==> src/rtl/fixed_mac_vec.sv <==
// Streaming fixed-point vector MAC: per-beat lane dot product, accumulated per packet, resized to WIO.WFO.
// Optional macro FIXED_MAC_VEC_ROUND_EN selects round-half-up instead of truncation on dropped LSBs.
module fixed_mac_vec #(
  parameter int LANES = 4,
  parameter int WI1   = 4,
  parameter int WF1   = 8,
  parameter int WI2   = 3,
  parameter int WF2   = 5,
  parameter int WIO   = 15,
  parameter int WFO   = 30,
  parameter int GUARD = 16
) (
  input  logic                         clk,
  input  logic                         reset,
  input  logic [LANES*(WI1+WF1)-1:0]   in_a_data,
  input  logic [LANES*(WI2+WF2)-1:0]   in_b_data,
  input  logic                         in_valid,
  output logic                         in_ready,
  input  logic                         in_last,
  output logic [WIO+WFO-1:0]           out_data,
  output logic                         out_valid,
  input  logic                         out_ready,
  input  logic                         sat_en,
  output logic                         out_overflow,
  output logic                         out_underflow
);

  localparam int AW   = WI1 + WF1;
  localparam int BW   = WI2 + WF2;
  localparam int PW   = AW + BW;
  localparam int PF   = WF1 + WF2;
  localparam int SW   = PW + $clog2(LANES);
  localparam int ACCW = SW + GUARD;
  localparam int OW   = WIO + WFO;
  localparam int SH   = WFO - PF;
  localparam int LSH  = (SH > 0) ? SH : 0;
  localparam int RSH  = (SH < 0) ? -SH : 0;
  localparam int EW0  = ACCW + LSH + 1;
  localparam int EW   = (EW0 > OW + 1) ? EW0 : OW + 1;

  localparam logic [OW-1:0] OMAX = {1'b0, {(OW-1){1'b1}}};
  localparam logic [OW-1:0] OMIN = {1'b1, {(OW-1){1'b0}}};

`ifdef FIXED_MAC_VEC_ROUND_EN
  localparam logic signed [EW-1:0] HALF = (RSH > 0) ? (EW'(1) << ((RSH > 0) ? RSH - 1 : 0)) : '0;
`endif

  typedef enum logic {IDLE, ACC} state_t;

  state_t                   state;
  logic                     rdy;
  logic                     stall;

  logic [LANES*AW-1:0]      a_r;
  logic [LANES*BW-1:0]      b_r;
  logic                     v1, l1;
  logic signed [PW-1:0]     prod_c [LANES];
  logic signed [PW-1:0]     prod_r [LANES];
  logic                     v2, l2;
  logic signed [SW-1:0]     sum_c;
  logic signed [SW-1:0]     sum_r;
  logic                     v3, l3;
  logic signed [ACCW-1:0]   acc_next;
  logic signed [ACCW-1:0]   acc;
  logic                     v4, l4;

  logic signed [EW-1:0]     shl;
  logic signed [EW-1:0]     scaled;
  logic                     ovf, unf;
  logic [OW-1:0]            res;

  assign stall    = out_valid && !out_ready;
  assign in_ready = rdy && !stall;

  always_comb begin
    for (int unsigned i = 0; i < LANES; i++) begin
      prod_c[i] = PW'(signed'(a_r[i*AW +: AW])) * PW'(signed'(b_r[i*BW +: BW]));
    end
  end

  always_comb begin
    sum_c = '0;
    for (int unsigned i = 0; i < LANES; i++) begin
      sum_c = sum_c + SW'(prod_r[i]);
    end
  end

  always_comb begin
    if (state == IDLE) acc_next = ACCW'(sum_r);
    else               acc_next = acc + ACCW'(sum_r);
  end

  // Align the accumulator binary point to WFO, then range-check the widened value.
  always_comb begin
    shl = EW'(acc) <<< LSH;
`ifdef FIXED_MAC_VEC_ROUND_EN
    scaled = (shl + HALF) >>> RSH;
`else
    scaled = shl >>> RSH;
`endif
    ovf = !scaled[EW-1] && (|scaled[EW-2:OW-1]);
    unf = scaled[EW-1] && !(&scaled[EW-2:OW-1]);
    res = scaled[OW-1:0];
    if (sat_en && ovf)      res = OMAX;
    else if (sat_en && unf) res = OMIN;
  end

  // S3 is two registers deep (lane sum, then accumulator), giving a 4-cycle last-beat-to-result latency.
  always_ff @(posedge clk or negedge reset) begin
    if (!reset) begin
      rdy           <= 1'b0;
      state         <= IDLE;
      a_r           <= '0;
      b_r           <= '0;
      v1            <= 1'b0;
      l1            <= 1'b0;
      prod_r        <= '{default: '0};
      v2            <= 1'b0;
      l2            <= 1'b0;
      sum_r         <= '0;
      v3            <= 1'b0;
      l3            <= 1'b0;
      acc           <= '0;
      v4            <= 1'b0;
      l4            <= 1'b0;
      out_valid     <= 1'b0;
      out_data      <= '0;
      out_overflow  <= 1'b0;
      out_underflow <= 1'b0;
    end else begin
      rdy <= 1'b1;
      if (!stall) begin
        v1 <= in_valid && rdy;
        l1 <= in_last;
        if (in_valid && rdy) begin
          a_r <= in_a_data;
          b_r <= in_b_data;
        end
        v2 <= v1;
        l2 <= l1;
        if (v1) prod_r <= prod_c;
        v3 <= v2;
        l3 <= l2;
        if (v2) sum_r <= sum_c;
        v4 <= v3;
        l4 <= l3;
        if (v3) begin
          acc   <= acc_next;
          state <= l3 ? IDLE : ACC;
        end
        if (v4 && l4) begin
          out_valid     <= 1'b1;
          out_data      <= res;
          out_overflow  <= ovf;
          out_underflow <= unf;
        end else if (out_ready) begin
          out_valid <= 1'b0;
        end
      end
    end
  end

endmodule

==> config.mk <==
export PLATFORM = sky130hd
export DESIGN_NAME = fixed_mac_vec
export DESIGN_NICKNAME = d
export VERILOG_FILES = /design/src/rtl/fixed_mac_vec.sv
export SDC_FILE = /design/constraint.sdc
export NUM_CORES = 2
export LEC_CHECK = 0
export BUFFER_PORTS_ARGS = -buffer_cell sky130_fd_sc_hd__buf_4
export CORE_ASPECT_RATIO = 1.1
export CORE_UTILIZATION = 35
export CTS_CLUSTER_SIZE = 30
export DETAILED_ROUTE_END_ITERATION = 16
export PLACE_DENSITY = 0.56
export SLEW_MARGIN = 20
export SYNTH_ARGS = -nofsm -noshare
export SYNTH_HDL_FRONTEND = slang
export SYNTH_SLANG_ARGS = --single-unit
==> constraint.sdc <==
create_clock -name clk -period 6.3 [get_ports clk]
set_input_delay 0.315 -clock clk [delete_from_list [all_inputs] [get_ports clk]]
set_output_delay 0.315 -clock clk [all_outputs]
set_load 0.02 [all_outputs]
# After elaboration in Yosys (flattened, before gate mapping)

Index checks and enable logic that the tools add are counted.

$add $sub $neg: 4
Multiply operators: 4
Div/mod/pow operators: 0
Magnitude comparators: 0
Equal/unequal tests: 0
Shift operators: 0
Mux-type cells: 6
Bitwise gates (word level): 1
Reduce and logical (&&, ||, !) cells: 21

Operators by type and width:

| operator            | count |
|---|---|
| $mux W45            | 2 |
| $mul A12 B8 Y20     | 4 |
| $add A38 B22 Y38    | 1 |
| $mux W38            | 1 |
| $add A21 B20 Y22    | 1 |
| $add A22 B20 Y22    | 1 |
| $add A20 B20 Y21    | 1 |
| $reduce_and A2 Y1   | 6 |
| $reduce_and A11 Y1  | 1 |
| $reduce_or A11 Y1   | 1 |
| $logic_and A1 B1 Y1 | 8 |
| $logic_not A1 Y1    | 4 |
| $mux W1             | 3 |
| $reduce_bool A2 Y1  | 1 |
| $not A1 Y1          | 1 |

Register bits after elaboration: 278
Latch bits: 0
Bits in writable memories: 0
ROM bits: 0
Input bits: 86
Output and inout port bits: 49
Memories: 0

# Logic depth before layout (Yosys ltp)

Depth after elaboration: 6
Mapped depth: 21
Gate-level depth less buffers: 20

# Least setup slack after synthesis

OpenSTA, ideal clock, no wires.

Path kind: reg-to-reg
From: reg b_r[7]
To: reg prod_r[79] in the netlist's numbering
Setup time: 130 ps
Arrival time: 4713 ps
Required time: 6170 ps
Path slack: 1458 ps
Stages on the path, launching flop included: 20
Buffers on the path: 1
Cell sequence: dfrtp_1 inv_1 clkbuf_1 nor2_1 fa_1 fa_1 fa_1 inv_1 fa_1 inv_1 ha_1 o21a_1 o21ai_0 a21oi_1 a31oi_1 o21ai_1 or4_1 a31oi_1 xnor2_1 o21ai_1

Longest elaborated chain between the ends: 1

RTL lines:

| what                   | RTL line | source |
|---|---|---|
| from (decl)            | 55       | `logic [LANES*BW-1:0] b_r;` |
| from (signal assigned) | 137      | `b_r <= in_b_data;` |
| $mul A12 B8 Y20        | 77       | `prod_c[i] = PW'(signed'(a_r[i*AW +: AW])) * PW'(signed'(b_r[i*BW +: BW]));` |
| to (signal assigned)   | 141      | `if (v1) prod_r <= prod_c;` |
| to (decl)              | 58       | `logic signed [PW-1:0] prod_r [LANES];` |

Every way passes these cells.
A chain may end at the register's enable or synchronous reset.

# Final worst setup path

From: reg b_r[11]
To: reg prod_r[59] in the netlist's numbering

The elaborated chain is that of the path after synthesis.

==> impl_metrics.yaml <==
grt:
  antenna_found_initial: 0
  grt_pass1_vias: 20100
  grt_pass1_wl_um: 106000
  grtUsageTotal_pct: 16.9
  grt_max_degree: 103
  overflow: 0
timing:
  finalCritPeriodShare_pct: 82.1
  hold_viol_final: 0
  drv_slew: 0
  rsz0062_at_grt: "no"
  skew_ns: 0.0227
  finalSetupViolCount: 0
  fin_crit_ns: 5.17
  fin_tns_setup_ns: 0
  worst_pin_slew_ns: 0.934
  slew-limit-headroom_pct: 37.8
  max_freq_mhz: 193
  setup_slack_ns: 1.13
layout:
  finish.instance_area_mm2: 0.0313
  nets: 3674
  nFillCells: 7776
  utilization_pct: 40.5
  num_antenna_cells: 0
  regArea_mm2: 0.00656
  drive_gt1_share_pct: 10.7
  area_growth_syn_to_layout_pct: 14.8
  multi_input_area_mm2: 0.0187
critical_path:
  crit_path_top_delay_cell: "dfrtp_1"
  crit_path_end_kind: "register"
  cp_top_family: "adder cells"
  crit_top_cell: "fa_1"
  cpPeakStageDelay_ns: 0.62
  startpoint_type: "register"
  critical_path_class: "register to register"
  critPathRequiredTime_ns: 6.71
  path_buf_inv: 2
  path_cells: "and2_1 -> fa_1 -> fa_1 -> fa_1 -> inv_1 -> fa_1 -> inv_1 -> ha_1 -> o21a_1 -> o21ai_0 -> a21oi_1 -> a31oi_1 -> o21ai_1 -> or4_1 -> a31oi_1 -> xnor2_1 -> o21ai_1"
  worstPathArrival_ns: 5.58
  path_max_fanout: 13
cts:
  cts_tree: "built"
  cts_sinks: 262
  path_clk_slew_ns: 0.06
  clock_path_buffers: 3
  insertion_delay_ns: 0.56
  post-cts-setup-buffer-count: 0
  numCtsBuffers: 36
  cts_root_buf: "clkbuf_16"
  htreeDepth: 2
route:
  wl_per_cell_um: 15.5
  route.vias.total: 19100
  wirelength_um: 63300
  firstDrtPassIters: 5
  drc: 0
  viasPerCell: 4.68
  drt_iter0_drc: 813
  postRouteAntennaNets: 0
placed_design:
  placed_cell_area_mm2: 0.0292
  io_buffers: 134
  pre_cts_ws_ns: 1.17
  dp_hpwl_um: 49400
  gp_congestion: 0.837
yosys:
  ys_top_cells_by_area: "fa_1, dfrtp_1, ha_1"
  synth_most_common_cell: "inv_1"
  yosysSeqAreaShare_pct: 24.0
  synth_top_cells_by_count: "inv_1, nand2_1, fa_1, dfrtp_1, and2_1"
  netlist.area_leader.share_pct: 26.3
  synth_edf_count: 0
  ys_warn_count: 0
  yosysTopAreaCell: "fa_1"
  postSynth.asyncResetShare_pct: 100
  syn_area_mm2: 0.0273
  ys.flop_type: "dfrtp_1"
  syn_nets: 3516
  synth_cell_types: 78
  ys_ff_latch: 262
  avgSynthCellArea_um2: 9.52
  syn-instance-count: 2866
die:
  die_w_um: 268
  initial_core_util_pct: 35.3
  rows: 107
  die_h_um: 295
  die-area_mm2: 0.0791
  core_area_mm2: 0.0772
  ios: 135
worst_hold_path:
  hold_class: "primary input to register"
job:
  cap_violations: 0
status:
  outcome: "finished clean"
final timing paths:
check | startpoint | to | slack (ns) | cells past startpoint
max in group asynchronous | reset | out_data[42] | 4.44 | 3
worst max register to register | b_r[11] | prod_r[59] | 1.13 | 17
worst min-delay path | sat_en | out_data[16] | 0.20 | 3
worst min register to register | l1 | l1 | 0.48 | 2
min in group asynchronous | reset | a_r[44] | 0.38 | 2
worst max-delay path | b_r[11] | prod_r[59] | 1.13 | 17
metrics by stage:
stage | hold WS (ns) | std cells
after floorplan | 0.0194 | 2866
after global placement | 0.427 | 3939
after detailed placement | 0.426 | 3939
after CTS | 0.138 | 4086
after global routing | 0.188 | 4086
final | 0.201 | 4086
kinds of logic (layout without fill, tap and decap cells):
family | Yosys count | after routing | synth area share, %
buffers and inverters | 533 | 718 | 7.63
adders and majority gates | 564 | 564 | 35.7
and+or+nand+nor | 870 | 870 | 15.2
AOI/OAI and AO/OA | 410 | 410 | 9.18
xor gates and xnor gates | 118 | 118 | 3.79
DFF | 262 | 262 | 24.0
muxes | 108 | 108 | 4.38
other | 1 | 1 | 0.0137
cell type report:
cell class | instances | share of cell area, %
well taps | 1035 | 4.14
clock inverters | 15 | 0.580
flip-flops and latches | 262 | 20.9
inverters | 426 | 5.11
clock buffers | 50 | 3.44
repair buffers | 227 | 6.16
multi-input cells | 2071 | 59.6
state kept, by name (all words and copies together) (netlist names):
signal,cells
acc,38
v1,1
rdy,1
out_valid,1
v4,1
prod_r,80
l2,1
sum_r,22
l1,1
out_underflow,1
l3,1
v3,1
state,1
b_r,32
v2,1
out_data,29
l4,1
out_overflow,1
a_r,48
worst register-to-register path: stages (launching register included):
cell and delay (ns):
dfrtp_1 0.62, and2_1 0.23, fa_1 0.46, fa_1 0.50
fa_1 0.49, inv_1 0.05, fa_1 0.47, inv_1 0.04
ha_1 0.31, o21a_1 0.21, o21ai_0 0.21, a21oi_1 0.14
a31oi_1 0.23, o21ai_1 0.17, or4_1 0.43, a31oi_1 0.21
xnor2_1 0.18, o21ai_1 0.08
layout by cell type (no fill, tap or decap), types with 7 or more instances in the layout:
| master | count |
|---|---|
| and3_1 | 7 |
| o21bai_1 | 10 |
| o21ai_1 | 25 |
| xor2_1 | 38 |
| nor2_1 | 133 |
| o21a_1 | 13 |
| nand3_1 | 15 |
| inv_1 | 426 |
| nor3_1 | 24 |
| mux2_2 | 88 |
| a21o_1 | 36 |
| o31ai_1 | 10 |
| o21ai_0 | 125 |
| nand4_1 | 9 |
| mux2i_1 | 19 |
| fa_1 | 358 |
| a211oi_1 | 7 |
| a21oi_1 | 120 |
| a31oi_1 | 18 |
| nand2b_1 | 26 |
| and2_1 | 234 |
| clkbuf_8 | 8 |
| xnor2_1 | 80 |
| or3_1 | 7 |
| dfrtp_1 | 262 |
| buf_4 | 143 |
| nand2_1 | 372 |
| dlygate4sd3_1 | 82 |
| nor2b_1 | 13 |
| clkbuf_16 | 38 |
| ha_1 | 206 |
timing repair:
item                      in CTS  in global routing
hold endpoints to repair     173                  0
hold buffers                  82                  0
resized for setup              0                  0
routing by layer:
layer / up-vias / part of all wire, % / track usage (%)
met5: - / 0 / 0
met4: 0 / 2.5 / 4.59
met3: 69 / 2.3 / 1.95
met2: 193 / 51 / 29.9
met1: 9477 / 44 / 21.5
li1: 9399 / - / -
Power is not shown: default switching activity piles up to over one toggle a cycle in this logic, so the estimate is an artifact.
